===== src/rtl/i2c_arb_pkg.sv =====
// Shared encodings for the I2C requester arbiter: FSM states, operation type and field widths.
package i2c_arb_pkg;

  localparam int I2C_ADDR_W = 8;
  localparam int I2C_DATA_W = 8;

  typedef enum logic [1:0] {
    S_IDLE  = 2'd0,
    S_ISSUE = 2'd1,
    S_WAIT  = 2'd2,
    S_RESP  = 2'd3
  } arb_state_t;

  typedef enum logic {
    OP_READ  = 1'b0,
    OP_WRITE = 1'b1
  } arb_op_t;

endpackage


===== src/rtl/i2c_req_arbiter_rr_arbiter.sv =====
// Combinational round-robin picker: first pending requester strictly after ptr, wrapping.
module rr_arbiter #(
  parameter int NUM_REQ = 4,
  parameter int IDX_W   = 2
) (
  input  logic [NUM_REQ-1:0] pending,
  input  logic [IDX_W-1:0]   ptr,
  output logic [NUM_REQ-1:0] gnt,
  output logic [IDX_W-1:0]   gnt_idx,
  output logic               gnt_valid
);

  always_comb begin
    gnt       = '0;
    gnt_idx   = '0;
    gnt_valid = 1'b0;
    for (int k = 1; k <= NUM_REQ; k++) begin
      int j;
      j = int'(ptr) + k;
      if (j >= NUM_REQ) j = j - NUM_REQ;
      if (!gnt_valid && pending[j]) begin
        gnt_valid = 1'b1;
        gnt[j]    = 1'b1;
        gnt_idx   = IDX_W'(j);
      end
    end
  end

endmodule


===== src/rtl/i2c_req_arbiter.sv =====
// Shares one i2c_master_top command port among NUM_REQ requesters, one transaction at a time.
// Optional master-ack watchdog enabled by defining I2C_ARB_TIMEOUT_EN.
//
// state   | meaning
// S_IDLE  | sample pending requests, grant and latch fields
// S_ISSUE | fields latched, master request raised next cycle
// S_WAIT  | master request held until matching ack (or watchdog)
// S_RESP  | one-cycle req_ack to granted requester
import i2c_arb_pkg::*;

module i2c_req_arbiter #(
  parameter int          NUM_REQ        = 4,
  parameter logic [31:0] TIMEOUT_CYCLES = 32'd1_000_000
) (
  input  logic                    clk,
  input  logic                    rst_n,
  input  logic [NUM_REQ-1:0]      req_read,
  input  logic [NUM_REQ-1:0]      req_write,
  input  logic [8*NUM_REQ-1:0]    req_dev_addr,
  input  logic [8*NUM_REQ-1:0]    req_reg_addr,
  input  logic [8*NUM_REQ-1:0]    req_wdata,
  output logic [NUM_REQ-1:0]      req_ack,
  output logic [I2C_DATA_W-1:0]   req_rdata,
  output logic                    req_error,
  output logic                    busy,
  output logic                    i2c_read_req,
  input  logic                    i2c_read_req_ack,
  output logic                    i2c_write_req,
  input  logic                    i2c_write_req_ack,
  output logic [I2C_ADDR_W-1:0]   i2c_slave_dev_addr,
  output logic [I2C_ADDR_W-1:0]   i2c_slave_reg_addr,
  output logic [I2C_DATA_W-1:0]   i2c_write_data,
  input  logic [I2C_DATA_W-1:0]   i2c_read_data,
  input  logic                    i2c_error
);

  localparam int IDX_W = (NUM_REQ > 1) ? $clog2(NUM_REQ) : 1;

  arb_state_t              state_q, state_d;
  arb_op_t                 op_q;
  logic [IDX_W-1:0]        ptr_q, idx_q, gnt_idx;
  logic [NUM_REQ-1:0]      pending, gnt_oh;
  logic                    gnt_valid;
  logic [I2C_ADDR_W-1:0]   dev_q, reg_q;
  logic [I2C_DATA_W-1:0]   wdata_q, rdata_q;
  logic                    err_q;
  logic                    ack_match;
  logic                    timeout_hit;

  assign pending = req_read | req_write;

  rr_arbiter #(
    .NUM_REQ (NUM_REQ),
    .IDX_W   (IDX_W)
  ) u_rr (
    .pending   (pending),
    .ptr       (ptr_q),
    .gnt       (gnt_oh),
    .gnt_idx   (gnt_idx),
    .gnt_valid (gnt_valid)
  );

  // Only the ack matching the issued operation completes the transaction.
  assign ack_match = (state_q == S_WAIT) &&
                     ((op_q == OP_WRITE) ? i2c_write_req_ack : i2c_read_req_ack);

`ifdef I2C_ARB_TIMEOUT_EN
  logic [31:0] wd_cnt_q;

  always_ff @(posedge clk) begin
    if (!rst_n) begin
      wd_cnt_q <= '0;
    end else if (state_q == S_WAIT && !ack_match) begin
      wd_cnt_q <= wd_cnt_q + 32'd1;
    end else begin
      wd_cnt_q <= '0;
    end
  end

  assign timeout_hit = (state_q == S_WAIT) && !ack_match &&
                       (wd_cnt_q == TIMEOUT_CYCLES - 32'd1);
`else
  assign timeout_hit = 1'b0;
`endif

  always_comb begin
    state_d       = state_q;
    req_ack       = '0;
    busy          = (state_q != S_IDLE);
    i2c_write_req = 1'b0;
    i2c_read_req  = 1'b0;
    case (state_q)
      S_IDLE:  if (gnt_valid) state_d = S_ISSUE;
      S_ISSUE: state_d = S_WAIT;
      S_WAIT: begin
        i2c_write_req = (op_q == OP_WRITE);
        i2c_read_req  = (op_q == OP_READ);
        if (ack_match || timeout_hit) state_d = S_RESP;
      end
      S_RESP: begin
        req_ack[idx_q] = 1'b1;
        state_d        = S_IDLE;
      end
      default: state_d = S_IDLE;
    endcase
  end

  always_ff @(posedge clk) begin
    if (!rst_n) begin
      state_q <= S_IDLE;
      ptr_q   <= IDX_W'(NUM_REQ - 1);
      idx_q   <= '0;
      op_q    <= OP_READ;
      dev_q   <= '0;
      reg_q   <= '0;
      wdata_q <= '0;
      rdata_q <= '0;
      err_q   <= 1'b0;
    end else begin
      state_q <= state_d;
      if (state_q == S_IDLE && gnt_valid) begin
        idx_q   <= gnt_idx;
        ptr_q   <= gnt_idx;
        op_q    <= (|(gnt_oh & req_write)) ? OP_WRITE : OP_READ;
        dev_q   <= req_dev_addr[{gnt_idx, 3'b000} +: 8];
        reg_q   <= req_reg_addr[{gnt_idx, 3'b000} +: 8];
        wdata_q <= req_wdata[{gnt_idx, 3'b000} +: 8];
      end
      if (ack_match) begin
        rdata_q <= (op_q == OP_READ) ? i2c_read_data : '0;
        err_q   <= i2c_error;
      end else if (timeout_hit) begin
        rdata_q <= '0;
        err_q   <= 1'b1;
      end
    end
  end

  assign req_rdata          = rdata_q;
  assign req_error          = err_q;
  assign i2c_slave_dev_addr = dev_q;
  assign i2c_slave_reg_addr = reg_q;
  assign i2c_write_data     = wdata_q;

endmodule


===== config.mk =====
export PLATFORM = sky130hd
export DESIGN_NAME = i2c_req_arbiter
export DESIGN_NICKNAME = d
export VERILOG_FILES = /design/src/rtl/i2c_arb_pkg.sv /design/src/rtl/i2c_req_arbiter_rr_arbiter.sv /design/src/rtl/i2c_req_arbiter.sv
export SDC_FILE = /design/constraint.sdc
export NUM_CORES = 1
export LEC_CHECK = 0
export BUFFER_PORTS_ARGS = -buffer_cell sky130_fd_sc_hd__buf_2
export CAP_MARGIN = 0
export CORE_UTILIZATION = 45
export CTS_BUF_LIST = sky130_fd_sc_hd__clkbuf_4
export DETAILED_ROUTE_END_ITERATION = 16
export PLACE_DENSITY_LB_ADDON = 0.05
export SETUP_SLACK_MARGIN = 0.4
export SKIP_CTS_REPAIR_TIMING = 1
export SLEW_MARGIN = 5
export SYNTH_ARGS = -nofsm -noshare
export SYNTH_HDL_FRONTEND = slang
export SYNTH_SLANG_ARGS = --single-unit

===== constraint.sdc =====
create_clock -name clk -period 9.8 [get_ports clk]
set_input_delay 0.49 -clock clk [delete_from_list [all_inputs] [get_ports clk]]
set_output_delay 0.49 -clock clk [all_outputs]
set_load 0.1 [all_outputs]

==> impl_metrics.env <==
export IMPL_p_leak_uw=0.00234
export IMPL_reg2reg_slack_ns=5.02
export IMPL_vias=5628
export IMPL_grt_pass1_wl_microns=26100
export IMPL_clk_latency_ns=0.37
export IMPL_cts_root_buf="clkbuf_4"
export IMPL_cts_sinks=40
export IMPL_path_max_fanout=85
export IMPL_syn_nets=720
export IMPL_synthesis_area_sq_um=4580
export IMPL_synth_main_ff_cell="dfxtp_1"
export IMPL_cp_required_ns=10.07
export IMPL_synth_avg_cell_area_sq_um=7.74
export IMPL_grt_total_usage_pct=30.9
export IMPL_die_y_microns=103
export IMPL_min_period_ns=4.78
export IMPL_crit_chain="inv_2 -> buf_4 -> ha_1 -> o32ai_4 -> buf_4 -> a21o_1 -> nor2b_2 -> o41ai_1 -> a221o_1"
export IMPL_setup_violations=0
export IMPL_r2r_start="ptr_q[0]$_SDFFE_PN1P_"
export IMPL_crit_top_cell="buf_4"
export IMPL_drive_above_1_share_pct=28.1
export IMPL_grt_pass1_vias=5060
export IMPL_r2r_end="i2c_slave_dev_addr[3]$_SDFFE_PN0P_"
export IMPL_fin_skew_ns=0.00857
export IMPL_rsz0062_at_grt="no"
export IMPL_syn_inst=592
export IMPL_pre_cts_ws_ns=5.13
export IMPL_multiInputGateArea_sq_um=3480
export IMPL_worst_pin_slew_ns=1.27
export IMPL_criticalPathCategory="register to register"
export IMPL_cts_tree="done"
export IMPL_die_area_sq_um=10600
export IMPL_rows=36
export IMPL_max_slew_margin_pct=15.5
export IMPL_n_antenna_cell=0
export IMPL_dp_cells=813
export IMPL_synth_edf_count=0
export IMPL_power_density_nw_per_um2=359
export IMPL_synth_seq_cells=40
export IMPL_critPathSlowestCell="nor2b_2"
export IMPL_design_core_area_sq_um=9820
export IMPL_cts_max_level=2
export IMPL_drv_slew=0
export IMPL_setup_ws_ns=5.02
export IMPL_io_pins=157
export IMPL_worstHoldEndpoint="req_error$_SDFFE_PN0P_"
export IMPL_ir_drop_mv=0.314
export IMPL_outcome="finished clean"
export IMPL_numPortBuffers=156
export IMPL_place_gp_congestion=0.916
export IMPL_numCtsBuffers=5
export IMPL_wl_microns=16800
export IMPL_fp_dieW_microns=103
export IMPL_hp_start="i2c_error"
export IMPL_stdcell_count=821
export IMPL_timing_final_hold_violations=0
export IMPL_finalSetupTns_ns=0
export IMPL_start_util_pct=46.7
export IMPL_drv_cap=0
export IMPL_synthDistinctLibCells=58
export IMPL_viasPerCell=6.86
export IMPL_rr_worst_depth=9
export IMPL_period_share_pct=48.8
export IMPL_yosys_warnings=0
export IMPL_synthToLayoutAreaGrowth_pct=19.0
export IMPL_clk_pin_slew_ns=0.14
export IMPL_dp_hpwl_microns=10500
export IMPL_fin_nets=815
export IMPL_wire_per_inst_microns=20.4
export IMPL_cts_buffer_depth=2
export IMPL_start_kind="register"
export IMPL_antenna_found_initial=0
export IMPL_holdPathStages=3
export IMPL_firstDrtPassIters=5
export IMPL_ys_seq_area_share_pct=17.5
export IMPL_final_util_pct=55.5
export IMPL_drtIter0Drc=456
export IMPL_max_stage_delay_ns=1.08
export IMPL_async_flop_share_pct=0
export IMPL_end_kind="register"
export IMPL_drcViolationCount=0
export IMPL_regArea_sq_um=802
export IMPL_ant_nets=0
export IMPL_max_clock_freq_ghz=0.209
export IMPL_critPathArrivalTime_ns=5.06
export IMPL_grt_ovfl_total=0
export IMPL_grt_start_max_net_pins=86
export IMPL_hp_class="input port to register"
export IMPL_fill_cells=974
## cell usage after synthesis, drive strengths merged (5+ instances only)
master | n | share of area, %
o221a | 25 | 6.1
a221o | 24 | 5.2
o221ai | 24 | 4.6
ha | 11 | 3.0
dfxtp | 40 | 17
buf | 17 | 2.4
a21boi | 5 | 0.82
nor2b | 11 | 1.5
a21o | 25 | 4.1
nand3 | 49 | 5.3
nor4 | 28 | 3.8
and2 | 5 | 0.68
a32o | 24 | 5.2
a21oi | 74 | 8.1
nor3 | 9 | 1.2
o21ai | 30 | 3.3
nand2 | 15 | 1.4
nor2 | 8 | 0.66
o41ai | 24 | 4.6
inv | 7 | 0.57
a22oi | 10 | 1.6
mux2i | 26 | 5.7
clkbuf | 61 | 5.0
## how the worst max path moves through the flow
| stage | from | endpoint | slack, ns |
|---|---|---|---|
| after floorplan | ptr_q[0]$_SDFFE_PN1P_ | i2c_slave_dev_addr[1]$_SDFFE_PN0P_ | 6.38 |
| after global placement | ptr_q[0]$_SDFFE_PN1P_ | i2c_slave_reg_addr[4]$_SDFFE_PN0P_ | 5.19 |
| after detailed placement | ptr_q[0]$_SDFFE_PN1P_ | i2c_slave_dev_addr[3]$_SDFFE_PN0P_ | 5.13 |
| after CTS | ptr_q[0]$_SDFFE_PN1P_ | i2c_slave_dev_addr[3]$_SDFFE_PN0P_ | 5.10 |
| after global routing | ptr_q[0]$_SDFFE_PN1P_ | i2c_slave_reg_addr[5]$_SDFFE_PN0P_ | 4.74 |
| final | ptr_q[0]$_SDFFE_PN1P_ | i2c_slave_dev_addr[3]$_SDFFE_PN0P_ | 5.02 |
## state kept, by name, summed over array words and instances (netlist names)
register            cells
req_rdata               8
i2c_slave_reg_addr      8
i2c_slave_dev_addr      8
ptr_q                   2
state_q                 2
req_error               1
op_q                    1
i2c_write_data          8
idx_q                   2
## critical path, delay by kind of cell (launching register included)
kind                       cells  cell delay (ns)
adders and majority gates      1             0.43
and+or+nand+nor                1             1.08
DFF                            1             0.35
buffers and inverters          3             1.20
AOI/OAI and AO/OA              4             1.59
## through the flow
step | power [uW] | hold slack, ns | area [sq um]
after floorplan | 1500 | 0.462 | 4580
after global placement | 1750 | 0.486 | 5330
after detailed placement | 1770 | 0.495 | 5330
after CTS | 1940 | 0.381 | 5450
after global routing | 2080 | 0.368 | 5450
final | 1960 | 0.381 | 5450
## where the power goes
| group | leakage, uW | switching (uW) | internal (uW) | total [uW] |
|---|---|---|---|---|
| clock | 0.0000654 | 65.2 | 105 | 170 |
| sequential | 0.000331 | 40.1 | 228 | 268 |
| combinational | 0.00195 | 1050 | 466 | 1520 |
| total | 0.00234 | 1160 | 799 | 1960 |
## placed cells by master, fill, tap and decap left out, drive strengths merged, types with 2 or more instances in the layout
cell,synthesis,final
a21o,25,25
or3,2,2
a32o,24,24
bufinv,0,3
o41ai,24,24
a22o,2,2
mux2i,26,26
ha,11,11
nor2b,11,11
a21boi,5,5
nor4,28,28
inv,7,7
o221a,25,25
o211ai,2,2
buf,17,166
nand4,4,4
a22oi,10,10
o22a,2,2
nand2,15,15
o31ai,3,3
nor3,9,9
nand3,49,49
nor2,8,8
clkbuf,61,5
or2,4,4
and2,5,5
o221ai,24,24
a21oi,74,74
a221o,24,24
o21ai,30,30
mux4,2,2
nor3b,3,3
dfxtp,40,40
or4,2,2
## routing by layer
layer / wire (microns) / GRT usage [%]
met4: 189 / 8.02
met5: 0 / 0
met1: 7340 / 41.8
met2: 7710 / 51.2
met3: 1540 / 4.75
## layout make-up
type | count | area share [%]
Clock inverter | 3 | 1.65
Sequential cell | 40 | 14.7
Inverter | 7 | 0.482
Tap cell | 133 | 3.05
Multi-Input combinational cell | 467 | 63.7
Timing Repair Buffer | 166 | 15.7
Clock buffer | 5 | 0.688
## kinds of logic after synthesis
logic type      synth area share (%)
flops                           17.5
fa+ha+maj                       3.00
buf+inv                         7.97
mux                             6.90
compound gates                  47.1
simple gates                    17.5
(Power assumes the default switching activity.)
